## src/rtl/fifo_rd_pkg.sv

```systemverilog
// Shared types and constants for the FIFO read-side deframer.
// The stage buffer depth is fixed at three entries.
package fifo_rd_pkg;

  typedef enum logic {HDR, PAYLOAD} deframe_state_t;

  localparam int unsigned BUF_DEPTH = 3;
  localparam int unsigned LEN_W     = 8;
  localparam int unsigned PTR_W     = 2;

  // Modulo-BUF_DEPTH pointer increment.
  function automatic logic [PTR_W-1:0] ptr_inc(input logic [PTR_W-1:0] p);
    return (p == PTR_W'(BUF_DEPTH - 1)) ? '0 : p + 1'b1;
  endfunction

endpackage

```

## src/rtl/rd_stage_buf.sv

```systemverilog
// Three-entry synchronous stage buffer that soaks up the FIFO read latency.
// The head entry stays stable until it is popped.
module rd_stage_buf
  import fifo_rd_pkg::*;
#(
  parameter int unsigned Width = 8
) (
  input  logic             clk_i,
  input  logic             rst_ni,
  input  logic             push_i,
  input  logic [Width-1:0] wdata_i,
  input  logic             pop_i,
  output logic [1:0]       occ_o,
  output logic [Width-1:0] head_o
);

  logic [Width-1:0] mem_q [BUF_DEPTH];
  logic [PTR_W-1:0] wr_ptr_q, rd_ptr_q;
  logic [1:0]       occ_q, occ_d;
  logic             do_push, do_pop;

  assign do_push = push_i && (occ_q != 2'(BUF_DEPTH));
  assign do_pop  = pop_i && (occ_q != 2'd0);

  always_comb begin
    occ_d = occ_q;
    unique case ({do_push, do_pop})
      2'b10:   occ_d = occ_q + 2'd1;
      2'b01:   occ_d = occ_q - 2'd1;
      default: occ_d = occ_q;
    endcase
  end

  always_ff @(posedge clk_i or negedge rst_ni) begin
    if (!rst_ni) begin
      for (int i = 0; i < BUF_DEPTH; i++) begin
        mem_q[i] <= '0;
      end
      wr_ptr_q <= '0;
      rd_ptr_q <= '0;
      occ_q    <= '0;
    end else begin
      if (do_push) begin
        mem_q[wr_ptr_q] <= wdata_i;
        wr_ptr_q        <= ptr_inc(wr_ptr_q);
      end
      if (do_pop) begin
        rd_ptr_q <= ptr_inc(rd_ptr_q);
      end
      occ_q <= occ_d;
    end
  end

  assign occ_o  = occ_q;
  assign head_o = mem_q[rd_ptr_q];

endmodule

```

## src/rtl/fifo_rd_deframer.sv

```systemverilog
// Read-side FIFO consumer: splits the word stream into length-prefixed frames
// and streams the payload out on valid/ready with a last-beat flag.
module fifo_rd_deframer
  import fifo_rd_pkg::*;
#(
  parameter int unsigned fifo_width = 8,
  parameter int unsigned cnt_width  = 16
) (
  input  logic                  rd_clk,
  input  logic                  rd_rst_n,
  input  logic                  fifo_empty,
  output logic                  fifo_r_en,
  input  logic [fifo_width-1:0] fifo_data,
  output logic                  m_valid,
  input  logic                  m_ready,
  output logic [fifo_width-1:0] m_data,
  output logic                  m_last,
  output logic                  frame_done,
  output logic                  zero_len,
  output logic [cnt_width-1:0]  frame_cnt,
  output logic                  busy
);

  deframe_state_t        state_q;
  logic                  en_q;
  logic                  inflight_q;
  logic [LEN_W-1:0]      remaining_q;
  logic [cnt_width-1:0]  frame_cnt_q;
  logic                  frame_done_q;
  logic                  zero_len_q;

  logic [1:0]            occ;
  logic [fifo_width-1:0] head;
  logic                  hdr_pop;
  logic                  beat_hs;
  logic                  pop;

  // en_q keeps the read enable low while reset is held and for one cycle after.
  always_comb begin
    fifo_r_en = en_q && !fifo_empty && (({1'b0, occ} + {2'b00, inflight_q}) < 3'd3);
    m_valid   = (state_q == PAYLOAD) && (occ != 2'd0);
    m_data    = head;
    m_last    = m_valid && (remaining_q == LEN_W'(1));
    beat_hs   = m_valid && m_ready;
    hdr_pop   = (state_q == HDR) && (occ != 2'd0);
    pop       = hdr_pop || beat_hs;
  end

  rd_stage_buf #(
    .Width (fifo_width)
  ) u_buf (
    .clk_i   (rd_clk),
    .rst_ni  (rd_rst_n),
    .push_i  (inflight_q),
    .wdata_i (fifo_data),
    .pop_i   (pop),
    .occ_o   (occ),
    .head_o  (head)
  );

  always_ff @(posedge rd_clk or negedge rd_rst_n) begin
    if (!rd_rst_n) begin
      state_q      <= HDR;
      en_q         <= 1'b0;
      inflight_q   <= 1'b0;
      remaining_q  <= '0;
      frame_cnt_q  <= '0;
      frame_done_q <= 1'b0;
      zero_len_q   <= 1'b0;
    end else begin
      en_q         <= 1'b1;
      inflight_q   <= fifo_r_en;
      frame_done_q <= 1'b0;
      zero_len_q   <= 1'b0;
      unique case (state_q)
        HDR: begin
          if (hdr_pop) begin
            remaining_q <= head[LEN_W-1:0];
            if (head[LEN_W-1:0] != '0) begin
              state_q <= PAYLOAD;
            end else begin
              zero_len_q <= 1'b1;
            end
          end
        end
        PAYLOAD: begin
          if (beat_hs) begin
            remaining_q <= remaining_q - 1'b1;
            if (remaining_q == LEN_W'(1)) begin
              state_q      <= HDR;
              frame_cnt_q  <= frame_cnt_q + 1'b1;
              frame_done_q <= 1'b1;
            end
          end
        end
        default: state_q <= HDR;
      endcase
    end
  end

  assign frame_done = frame_done_q;
  assign zero_len   = zero_len_q;
  assign frame_cnt  = frame_cnt_q;
  assign busy       = (state_q == PAYLOAD);

endmodule

```

## config.mk

```make
export PLATFORM = sky130hd
export DESIGN_NAME = fifo_rd_deframer
export DESIGN_NICKNAME = d
export VERILOG_FILES = /design/src/rtl/fifo_rd_pkg.sv /design/src/rtl/rd_stage_buf.sv /design/src/rtl/fifo_rd_deframer.sv
export SDC_FILE = /design/constraint.sdc
export NUM_CORES = 1
export LEC_CHECK = 0
export ABC_CLOCK_PERIOD_IN_PS = 4890
export CORE_ASPECT_RATIO = 0.5
export CORE_MARGIN = 2
export CORE_UTILIZATION = 28
export DETAILED_ROUTE_END_ITERATION = 16
export GPL_TIMING_DRIVEN = 1
export PLACE_DENSITY = 0.49
export SETUP_SLACK_MARGIN = 0.1
export SYNTH_ARGS = -nofsm -noshare
export SYNTH_HDL_FRONTEND = slang
export SYNTH_HIERARCHICAL = 1
export SYNTH_SLANG_ARGS = --single-unit
```

## constraint.sdc

```tcl
create_clock -name rd_clk -period 4.89 [get_ports rd_clk]
set_input_delay 1.2225 -clock rd_clk [delete_from_list [all_inputs] [get_ports rd_clk]]
set_output_delay 1.2225 -clock rd_clk [all_outputs]
set_load 0.005 [all_outputs]
```

==> impl_results.rst <==
.. list-table::
   :header-rows: 1

   * - Metric
     - Value
   * - Total via count after detailed routing
     - 2034
   * - Largest clock skew in the final design
     - 0.008083 ns
   * - Placeable Area
     - 10180 um^2
   * - Final Hold Slack
     - 0.4734 ns
   * - Most common cell after layout, fill and taps aside
     - sky130_fd_sc_hd__dfrtp_1
   * - Antenna violations before repair
     - 0
   * - Area share of the largest cell type after synthesis
     - 50.45%
   * - Synthesized-area fraction occupied by adder cells
     - 2.565%
   * - Global-route wire length before repair
     - 11.08 mm
   * - 1st-iter DRT viols
     - 87
   * - Compound-gate portion of the synthesized area
     - 7.097%
   * - Row count
     - 26
   * - Layer with the highest usage after global routing
     - met2
   * - Slew Viols, Final
     - 0
   * - RSZ-0062 raised after global routing
     - no
   * - Lkg Pwr
     - 1.638 nW
   * - Simple-gate portion of the synthesized area
     - 15.78%
   * - Commonest cells after routing, fill and taps aside
     - sky130_fd_sc_hd__dfrtp_1, sky130_fd_sc_hd__clkdlybuf4s50_1, sky130_fd_sc_hd__nand2_1, sky130_fd_sc_hd__mux2_2, sky130_fd_sc_hd__xnor2_1
   * - Maximum frequency from static timing analysis
     - 256.9 MHz
   * - H-Tree Depth
     - 3
   * - Total die area
     - 11340 um^2
   * - Nets@finish
     - 306
   * - Number of buffers added for setup after CTS
     - 0
   * - Clk sinks
     - 59
   * - Parity-gate share of the synthesized area counting xor and xnor cells
     - 5.643%
   * - Number of instances in the synthesized netlist
     - 245
   * - Routability Congestion
     - 0.7452
   * - Mux cell area share after synthesis
     - 15.13%
   * - Routed length per placed instance
     - 14.88 um
   * - Overflow left after global routing
     - 0
   * - Kind of start point of the critical path
     - input pin
   * - Number of fill cells
     - 987
   * - Area used by multi-input combinational logic
     - 1356 um^2
   * - Die extent in y
     - 76.29 um
   * - Detailed-placement wirelength estimate
     - 4.494 mm
   * - Drt first pass iters
     - 4
   * - TritonCTS Buffers
     - 9
   * - HP Class
     - flip-flop to flip-flop
   * - Slowest Stage Delay on Critical Path
     - 0.60 ns
   * - Register bit total from synthesis
     - 59
   * - CP endpoint kind
     - primary output
   * - Share of the yosys chip area belonging to registers
     - 50.45%
   * - Main combinational cell family by area after synthesis
     - simple AND/OR/NAND/NOR gates
   * - Maximum fanout along the worst path
     - 2
   * - Met3 layer usage reported by global route
     - 4.491%
   * - Clock latency reported for the late side of the worst-skew pair
     - 0.33 ns
   * - Cell Chain, Critical Path
     - clkdlybuf4s50_1 > a2111oi_0 > clkdlybuf4s50_1
   * - Maximum number of pins on one net before global-route repair
     - 37
   * - Share of async-settable or async-resettable flops after synthesis
     - 100.0%
   * - Most frequent cell on the critical path
     - sky130_fd_sc_hd__clkdlybuf4s50_1
   * - Count of hold-fix buffers inserted at cts
     - 0
   * - Final period utilization
     - 79.60%
   * - Maximum ir drop on the vdd rail
     - 0.0001843 V
   * - Total of buffers placed on input and output ports
     - 41
   * - Most area-consuming cells after synthesis
     - sky130_fd_sc_hd__dfrtp_1, sky130_fd_sc_hd__mux2_2, sky130_fd_sc_hd__xnor2_1
   * - Worst max-slew margin expressed relative to the limit
     - 45.23%
   * - Antenna Diode Count
     - 0
   * - Critical path required time
     - 3.67 ns
   * - Via count of the first global-routing pass
     - 2147
   * - Minimum period implied by the final worst setup slack
     - 3.892 ns
   * - Fraction of final layout cells with drive strength greater than 1
     - 19.11%
   * - Root buffer cell
     - sky130_fd_sc_hd__clkbuf_16
   * - Number of warnings reported in the yosys synthesis log
     - 6
   * - Max-cap violations
     - 0
   * - Primary flip-flop cell chosen by synthesis mapping
     - sky130_fd_sc_hd__dfrtp_1
   * - PD cells
     - 603.9 nW/um^2
   * - Number of buffers between clock root and the deepest sink
     - 2
   * - Final wirelength
     - 6.442 mm
   * - Reg area
     - 1476 um^2
   * - Arrival time of the worst setup path
     - 2.67 ns
   * - Number of nets produced by synthesis
     - 263
   * - Met1 global-route usage
     - 15.77%
   * - Starting utilization of the core area
     - 28.74%
   * - Post-cts sizing count
     - 0
   * - Total GRT Usage
     - 12.47%
   * - Slowest-stage cell, CP
     - sky130_fd_sc_hd__clkdlybuf4s50_1
   * - Cell variety after synth
     - 49
   * - Post-CTS clock slew at the launch and capture registers of the worst setup and hold paths
     - 0.05 ns
   * - GR Util met2
     - 20.09%
   * - Leading area contributor after synthesis
     - sky130_fd_sc_hd__dfrtp_1
   * - Boundary pin count
     - 42
   * - Final-report setup violation count
     - 0
   * - Post-detailed-route count of antenna-violating nets
     - 0
   * - Final TNS setup
     - 0 ns
   * - Start-to-end type of the worst setup path
     - input pin to primary output
   * - Clock tree from TritonCTS
     - built
   * - Run status
     - finished, final reports clean
   * - Final Hold Violating Endpoints
     - 0
   * - Least-Margin Pin Slew
     - 0.8215 ns
   * - Vias per std cell
     - 4.697
   * - Mean Syn Cell Area
     - 11.95 um^2
   * - DRC Markers
     - 0
   * - Combined area of all synthesized cells
     - 2927 um^2
   * - Number of enable-type register cells in the synthesized netlist
     - 0
   * - DIE WIDTH
     - 148.6 um
   * - Growth of design area from synthesis to finish
     - 28.52%
-- synthesized netlist by cell type, types with 2 or more instances --
library cell,instances
sky130_fd_sc_hd__a21o_1,2
sky130_fd_sc_hd__a21oi_1,8
sky130_fd_sc_hd__and2_1,3
sky130_fd_sc_hd__and3_1,6
sky130_fd_sc_hd__and4_1,4
sky130_fd_sc_hd__buf_1,2
sky130_fd_sc_hd__buf_2,2
sky130_fd_sc_hd__clkbuf_1,3
sky130_fd_sc_hd__dfrtp_1,59
sky130_fd_sc_hd__ha_1,6
sky130_fd_sc_hd__inv_1,5
sky130_fd_sc_hd__inv_2,2
sky130_fd_sc_hd__mux2_2,17
sky130_fd_sc_hd__mux2_4,8
sky130_fd_sc_hd__mux2i_1,12
sky130_fd_sc_hd__nand2_1,21
sky130_fd_sc_hd__nand3_2,4
sky130_fd_sc_hd__nand3b_1,2
sky130_fd_sc_hd__nand4_1,6
sky130_fd_sc_hd__nand4_2,3
sky130_fd_sc_hd__nor2_1,7
sky130_fd_sc_hd__nor3_1,2
sky130_fd_sc_hd__nor4_1,2
sky130_fd_sc_hd__nor4b_1,2
sky130_fd_sc_hd__o21ai_0,12
sky130_fd_sc_hd__o22ai_1,5
sky130_fd_sc_hd__or3_1,3
sky130_fd_sc_hd__xnor2_1,15
sky130_fd_sc_hd__xor2_1,2
-- report_power, final --
group / switching, mW / total (mW) / internal (mW)
registers: 0.169 / 0.826 / 0.658
logic: 0.363 / 0.796 / 0.433
clock network: 0.226 / 0.649 / 0.422
total: 0.758 / 2.27 / 1.51
-- final timing paths --
kind / cells after the start / start / slack (ns) / to
setup / recovery: 3 / fifo_empty / 1.0 / fifo_r_en
hold / removal: 1 / frame_cnt[15] / 0.47 / frame_cnt[15]
setup reg to reg: 7 / u_buf/rd_ptr_q[1] / 2.65 / busy
hold reg to reg: 1 / frame_cnt[15] / 0.47 / frame_cnt[15]
max in group asynchronous: 2 / rd_rst_n / 3.06 / frame_cnt[4]
min in group asynchronous: 1 / rd_rst_n / 0.98 / u_buf/mem_q[23]
-- cells by family (layout without fill, tap and decap cells) --
| family | count (synthesis) | in the layout |
|---|---|---|
| and+or+nand+nor | 72 | 72 |
| buffers and inverters | 17 | 65 |
| adders and majority gates | 6 | 6 |
| other | 1 | 1 |
| AOI/OAI and AO/OA | 34 | 34 |
| xor gates and xnor gates | 18 | 18 |
| muxes | 38 | 38 |
| DFF | 59 | 59 |
-- registers in the layout (all words and copies together), names as in the netlist --
register        cells
u_buf/mem_q        24
frame_cnt          16
remaining_q         8
u_buf/occ_o         2
u_buf/rd_ptr_q      2
u_buf/wr_ptr_q      2
busy                1
en_q                1
frame_done          1
inflight_q          1
zero_len            1
-- critical path, delay by kind of cell --
kind / cells / cell delay, ns
buf+inv: 2 / 1.00
compound gates: 1 / 0.45
-- layout make-up --
class                      instances  share of cell area, %
timing repair buffer              42                  10.98
clock inverter                     5                  1.630
inverter                           7                 0.6986
tap                              140                  4.657
multi-input combinational        169                  36.06
sequential                        59                  39.25
clock buffer                      11                  6.720
-- stage by stage --
step	instance area (um^2)	utilization, %	cells	total power, mW	setup slack [ns]
floorplan	2927	-	245	1.317	1.929
global placement	3447	33.85	417	1.611	1.019
detailed placement	3447	33.85	417	1.640	0.9734
CTS	3761	36.94	433	2.301	0.9673
global route	3761	36.94	433	2.430	0.8566
finish	3761	36.94	433	2.271	0.9976
-- per-layer routing --
metal  share of wire, %  routed length [um]  vias up
li1                   -                   -      963
met2                 49                3131       33
met4                1.6                 100        0
met3                3.2                 209       11
met5                  0                   0        -
met1                 47                3000     1027
No activity file was read; power rests on OpenSTA's default activity.
